[src/rtl/param_pipelined_adder_tree.sv]
// param_pipelined_adder_tree
//   Registered binary adder tree. Sums NUM_INPUTS packed operands, one log2 level per
//   clock stage, behind valid/ready handshakes. Accepts one vector per clock.
//
// Parameters
//   DATA_WIDTH  operand width
//   NUM_INPUTS  operand count (>=1)
//   SIGNED      1: two's complement operands (sign-extend), 0: unsigned (zero-extend)
//   OUT_WIDTH   result width (defaults to the full, non-overflowing width)
//
// Ports
//   clk        rising-edge clock
//   rst_n      asynchronous active-low reset
//   in_data    operand i at [i*DATA_WIDTH +: DATA_WIDTH]
//   in_valid   in_data valid this cycle
//   in_ready   block accepts in_data this cycle (combinational, equals the advance enable)
//   out_data   registered sum
//   out_valid  out_data valid
//   out_ready  downstream accepts out_data
//
// Build option
//   ADDER_TREE_SAT_EN  when defined and OUT_WIDTH is narrower than the full sum, the result
//                      clamps to the OUT_WIDTH range; otherwise the low bits are kept (wrap).

module param_pipelined_adder_tree #(
    parameter int unsigned DATA_WIDTH = 32,
    parameter int unsigned NUM_INPUTS = 9,
    parameter int unsigned SIGNED     = 1,
    parameter int unsigned OUT_WIDTH  = DATA_WIDTH + $clog2(NUM_INPUTS)
) (
    input  logic                             clk,
    input  logic                             rst_n,
    input  logic [NUM_INPUTS*DATA_WIDTH-1:0] in_data,
    input  logic                             in_valid,
    output logic                             in_ready,
    output logic [OUT_WIDTH-1:0]             out_data,
    output logic                             out_valid,
    input  logic                             out_ready
);

    localparam int unsigned FULL_W = DATA_WIDTH + $clog2(NUM_INPUTS);
    localparam int unsigned LAT    = (NUM_INPUTS > 1) ? $clog2(NUM_INPUTS) : 1;

    // Number of terms present at a given tree level (level 0 = extended operands).
    function automatic int unsigned level_cnt(input int unsigned lvl);
        int unsigned c;
        c = NUM_INPUTS;
        for (int unsigned i = 0; i < lvl; i++) begin
            c = (c + 1) / 2;
        end
        return c;
    endfunction

    // Whole pipeline advances together; a full output register blocks everything upstream.
    logic adv;
    assign adv      = out_ready | ~out_valid;
    assign in_ready = adv;

    // Tree levels: 0 is combinational extension, 1..LAT-1 are registers, LAT is the
    // combinational final sum that feeds the output register.
    for (genvar k = 0; k <= LAT; k++) begin : g_lvl
        localparam int unsigned CNT = level_cnt(k);
        logic [FULL_W-1:0] node [CNT];

        if (k == 0) begin : g_ext
            for (genvar i = 0; i < NUM_INPUTS; i++) begin : g_op
                if (SIGNED != 0) begin : g_s
                    assign node[i] = FULL_W'(signed'(in_data[i*DATA_WIDTH +: DATA_WIDTH]));
                end else begin : g_u
                    assign node[i] = FULL_W'(in_data[i*DATA_WIDTH +: DATA_WIDTH]);
                end
            end
        end else begin : g_add
            localparam int unsigned PREV = level_cnt(k - 1);
            logic [FULL_W-1:0] sum_c [CNT];

            // Pairwise adds; an odd leftover term passes straight through.
            for (genvar j = 0; j < CNT; j++) begin : g_pair
                if (2 * j + 1 < PREV) begin : g_two
                    assign sum_c[j] = g_lvl[k-1].node[2*j] + g_lvl[k-1].node[2*j+1];
                end else begin : g_one
                    assign sum_c[j] = g_lvl[k-1].node[2*j];
                end
            end

            if (k < LAT) begin : g_reg
                always_ff @(posedge clk or negedge rst_n) begin
                    if (!rst_n) begin
                        for (int unsigned n = 0; n < CNT; n++) node[n] <= '0;
                    end else if (adv) begin
                        for (int unsigned n = 0; n < CNT; n++) node[n] <= sum_c[n];
                    end
                end
            end else begin : g_last
                assign node[0] = sum_c[0];
            end
        end
    end

    logic [FULL_W-1:0]    full_c;
    logic [OUT_WIDTH-1:0] narrow_c;
    assign full_c = g_lvl[LAT].node[0];

    // Fit the full-width sum into OUT_WIDTH.
    if (OUT_WIDTH >= FULL_W) begin : g_widen
        if (SIGNED != 0) begin : g_s
            assign narrow_c = OUT_WIDTH'(signed'(full_c));
        end else begin : g_u
            assign narrow_c = OUT_WIDTH'(full_c);
        end
    end else begin : g_narrow
`ifdef ADDER_TREE_SAT_EN
        localparam logic [OUT_WIDTH-1:0] S_MIN = OUT_WIDTH'(1) << (OUT_WIDTH - 1);
        localparam logic [OUT_WIDTH-1:0] S_MAX = ~S_MIN;
        if (SIGNED != 0) begin : g_sat_s
            // In range only when every bit from the narrow sign bit upward agrees.
            always_comb begin
                narrow_c = full_c[OUT_WIDTH-1:0];
                if (full_c[FULL_W-1:OUT_WIDTH-1] != {(FULL_W-OUT_WIDTH+1){full_c[FULL_W-1]}}) begin
                    narrow_c = full_c[FULL_W-1] ? S_MIN : S_MAX;
                end
            end
        end else begin : g_sat_u
            always_comb begin
                narrow_c = full_c[OUT_WIDTH-1:0];
                if (|full_c[FULL_W-1:OUT_WIDTH]) begin
                    narrow_c = '1;
                end
            end
        end
`else
        logic unused_hi;
        assign unused_hi = ^full_c[FULL_W-1:OUT_WIDTH];
        assign narrow_c  = full_c[OUT_WIDTH-1:0];
`endif
    end

    // Valid bits shift alongside the data; last one is the output valid.
    logic [LAT-1:0] vld;

    always_ff @(posedge clk or negedge rst_n) begin
        if (!rst_n) begin
            vld      <= '0;
            out_data <= '0;
        end else if (adv) begin
            vld[0] <= in_valid;
            for (int unsigned k = 1; k < LAT; k++) vld[k] <= vld[k-1];
            out_data <= narrow_c;
        end
    end

    assign out_valid = vld[LAT-1];

endmodule

[config.mk]
export PLATFORM = sky130hd
export DESIGN_NAME = param_pipelined_adder_tree
export DESIGN_NICKNAME = d
export VERILOG_FILES = /design/src/rtl/param_pipelined_adder_tree.sv
export SDC_FILE = /design/constraint.sdc
export NUM_CORES = 1
export LEC_CHECK = 0
export ABC_AREA = 1
export CORE_MARGIN = 2
export CORE_UTILIZATION = 63
export DETAILED_ROUTE_END_ITERATION = 8
export HOLD_SLACK_MARGIN = 0.02
export PLACE_DENSITY = 0.87
export SETUP_SLACK_MARGIN = 0.02
export SLEW_MARGIN = 10
export SYNTH_ARGS = -nofsm -noshare
export SYNTH_HDL_FRONTEND = slang
export SYNTH_SLANG_ARGS = --single-unit
[constraint.sdc]
create_clock -name clk -period 5.8 [get_ports clk]
set_input_delay 1.16 -clock clk [delete_from_list [all_inputs] [get_ports clk]]
set_output_delay 1.16 -clock clk [all_outputs]
set_load 0.02 [all_outputs]
==> impl_metrics.tcl <==
set metrics [dict create \
    fillers 4205 \
    yosysTopAreaCellShare_pct 29.7 \
    switching_power_w 0.0102 \
    switching_share_pct 51.0 \
    path_max_fanout 55 \
    syn_area_um2 31700 \
    ys_seq_area_share_pct 29.7 \
    critPathTopFamily "buffers and inverters" \
    reg2reg_slack_ns 3.20 \
    clkTransAtPathRegs_ns 0.06 \
    max_freq_mhz 261 \
    first_pass_iters 6 \
    crit_arrival_ns 2.67 \
    synth_area_per_cell_um2 6.33 \
    cts_sinks 376 \
    viasPerCell 5.48 \
    cp.buffers_inverters 3 \
    hpwl_um 75700 \
    finalMaxSlewViolations 0 \
    status "finished clean" \
    critPathLaunchType "primary input" \
    leakage_nw 19.6 \
    route.antenna.remaining_nets 0 \
    die_w_um 228 \
    initial_core_util_pct 63.5 \
    gp_congestion 1.01 \
    cts_buffer_depth 3 \
    min_from "g_lvl[2].node[28]$_DFFE_PN0P_" \
    path_cells "clkdlybuf4s50_1 > nor2_4 > inv_8 > clkdlybuf4s50_1" \
    yosysTopAreaCell "dfrtp_1" \
    num_vias 33000 \
    insertion_delay_ns 0.60 \
    n_antenna_cell 0 \
    numPortBuffers 329 \
    intPower_w 0.00983 \
    cp.required_ns 4.64 \
    period_needed_ns 3.83 \
    finalSetupViolations 0 \
    die-area_um2 52200 \
    area_growth_pct 16.5 \
    seq_power_share_pct 24.5 \
    worst_ir_drop_vdd_mv 0.348 \
    row_count 82 \
    hp-class "reg -> reg" \
    nNetsFinal 5877 \
    finalSetupTns_ns 0 \
    wl_um 94300 \
    cp_slowest_cell "clkdlybuf4s50_1" \
    cts_buffers 41 \
    fin_skew_ns 0.0380 \
    ys_seq_elements 376 \
    placed_cells 5942 \
    drive_above_1_share_pct 2.75 \
    power_density_nw_per_um2 543 \
    ys_types 36 \
    finalCritPeriodShare_pct 66.0 \
    rsz0062_at_grt "no" \
    grt_pass1_vias 31000 \
    cp-end-kind "output port" \
    grt_pass1_wl_um 154000 \
    track_usage_pct 35.9 \
    synth_area_leaders "dfrtp_1 30%, nand2_1 24%, ha_1 10%, inv_1 7.2%, nand3_1 4.7%" \
    cts_setup_buffers 0 \
    wire_per_inst_um 15.7 \
    hold_violations 0 \
    finalNonFillerCells 6017 \
    slew_headroom_pct 28.8 \
    r2r_start "vld[3]$_DFFE_PN0P_" \
    crit_start "out_ready" \
    drv_cap 0 \
    clkPwrFrac_pct 13.0 \
    cpPeakStageDelay_ns 0.68 \
    htreeDepth 2 \
    cts_root_buf "clkbuf_16" \
    grt_max_degree 197 \
    ys_warn_count 0 \
    pin_count 330 \
    drt_iter0_markers 2815 \
    hold_buffers 0 \
    antenna_found_initial 1 \
    cts_resized 0 \
    cp_common_cell "clkdlybuf4s50_1" \
    cts_tree "yes" \
    worstMarginPinSlew_ns 1.07 \
    core_um2 50000 \
    drc 0 \
    die_h_um 228 \
    netlist_instances 5013 \
    grt_remaining_overflow 0 \
    synth_nets 5577 \
    combPwrFrac_pct 62.4 \
    crit_type "in -> out" \
]
[placed cells by master, fill, tap and decap left out, types with 112 or more instances in the layout]
cell type        instances
a21oi_1                296
clkdlybuf4s50_1        328
dfrtp_1                376
ha_1                   264
inv_1                  612
nand2_1               2018
nand3_1                298
nor2_1                 395
o21ai_0                234
xnor2_1                112
[metrics by stage]
| stage | hold slack, ns | area (um2) | power (W) | util, % | setup slack [ns] |
|---|---|---|---|---|---|
| detailed placement | 0.458 | 35600 | 0.0171 | 71.2 | 1.96 |
| global route | 0.486 | 37000 | 0.0218 | 74.0 | 1.91 |
| finish | 0.457 | 37000 | 0.0201 | 74.0 | 1.97 |
| floorplan | 0.440 | 31700 | 0.0135 | - | 2.75 |
| CTS | 0.459 | 37000 | 0.0199 | 74.0 | 1.95 |
| global placement | 0.453 | 35600 | 0.0168 | 71.2 | 1.97 |
[worst reg2reg max path, stage by stage, from the launching register on]
cell	delay [ns]
dfrtp_1	0.34
inv_1	0.06
nor2_4	0.15
buf_4	0.69
buf_4	0.87
a21oi_1	0.14
o21ai_0	0.13
nand2_1	0.08
[sequential cells by signal (all words and copies together) (netlist names)]
name / flops
g_lvl.node: 336
vld: 4
out_data: 36
[power by group through the flow]
stage	logic, W	registers [W]	clock network, W
6_report	0.0125	0.00492	0.00261
5_1_grt	0.0141	0.00502	0.00274
4_1_cts	0.0123	0.00489	0.00263
3_5_place_dp	0.0122	0.00491	0
3_3_place_gp	0.0119	0.00489	0
2_1_floorplan	0.00893	0.00460	0
[layer usage]
metal,GRT usage [%],part of all wire (%),up-vias
met5,0,0.014,-
met4,11.9,3.5,2
met3,4.24,6.9,221
met2,59.9,46,1189
met1,48.7,44,15000
li1,-,-,16600
[logic make-up after synthesis]
| family | synth area share [%] |
|---|---|
| buffers and inverters | 8.54 |
| adders and majority gates | 10.9 |
| AOI/OAI and AO/OA | 10.4 |
| and+or+nand+nor | 37.2 |
| DFF | 29.7 |
| xor gates and xnor gates | 3.29 |
[synthesized netlist by cell type]
library cell,n
dfrtp_1,376
buf_4,4
a21boi_0,1
nand2_1,2018
o21bai_1,26
o21a_1,6
nand4_1,40
nand2_2,26
and2_1,2
or2_0,2
xnor2_1,112
a21boi_1,3
nor2_1,395
a21oi_1,296
nand3_1,298
a21oi_2,4
inv_1,612
o21ai_2,1
buf_1,3
nor3_2,5
o21ai_1,59
nand3b_1,21
inv_2,7
clkbuf_1,25
nand3_2,14
nor2_2,8
buf_2,50
a21o_1,3
nor3_1,77
ha_1,264
or2_2,1
or2_1,3
o21ai_0,234
a31oi_1,2
xor2_1,7
fa_1,8
[area by class of cell]
cell class / instances / area (um2) / area share [%]
multi-input cells: 3936 / 19600 / 53.0
clock inverters: 22 / 216 / 0.586
flip-flops and latches: 376 / 9410 / 25.5
well taps: 672 / 841 / 2.28
inverters: 619 / 2330 / 6.31
repair buffers: 339 / 3410 / 9.23
clock buffers: 53 / 1140 / 3.09
[worst paths after layout]
kind,to,cells past startpoint
max reg2reg,g_lvl[1].node[146]$_DFFE_PN0P_,7
max in group asynchronous,g_lvl[1].node[93]$_DFFE_PN0P_,2
min reg2reg,g_lvl[3].node[28]$_DFFE_PN0P_,2
max,in_ready,4
min in group asynchronous,g_lvl[2].node[10]$_DFFE_PN0P_,1
min,g_lvl[3].node[28]$_DFFE_PN0P_,2
Note: power is estimated with default switching activity, not from simulation.
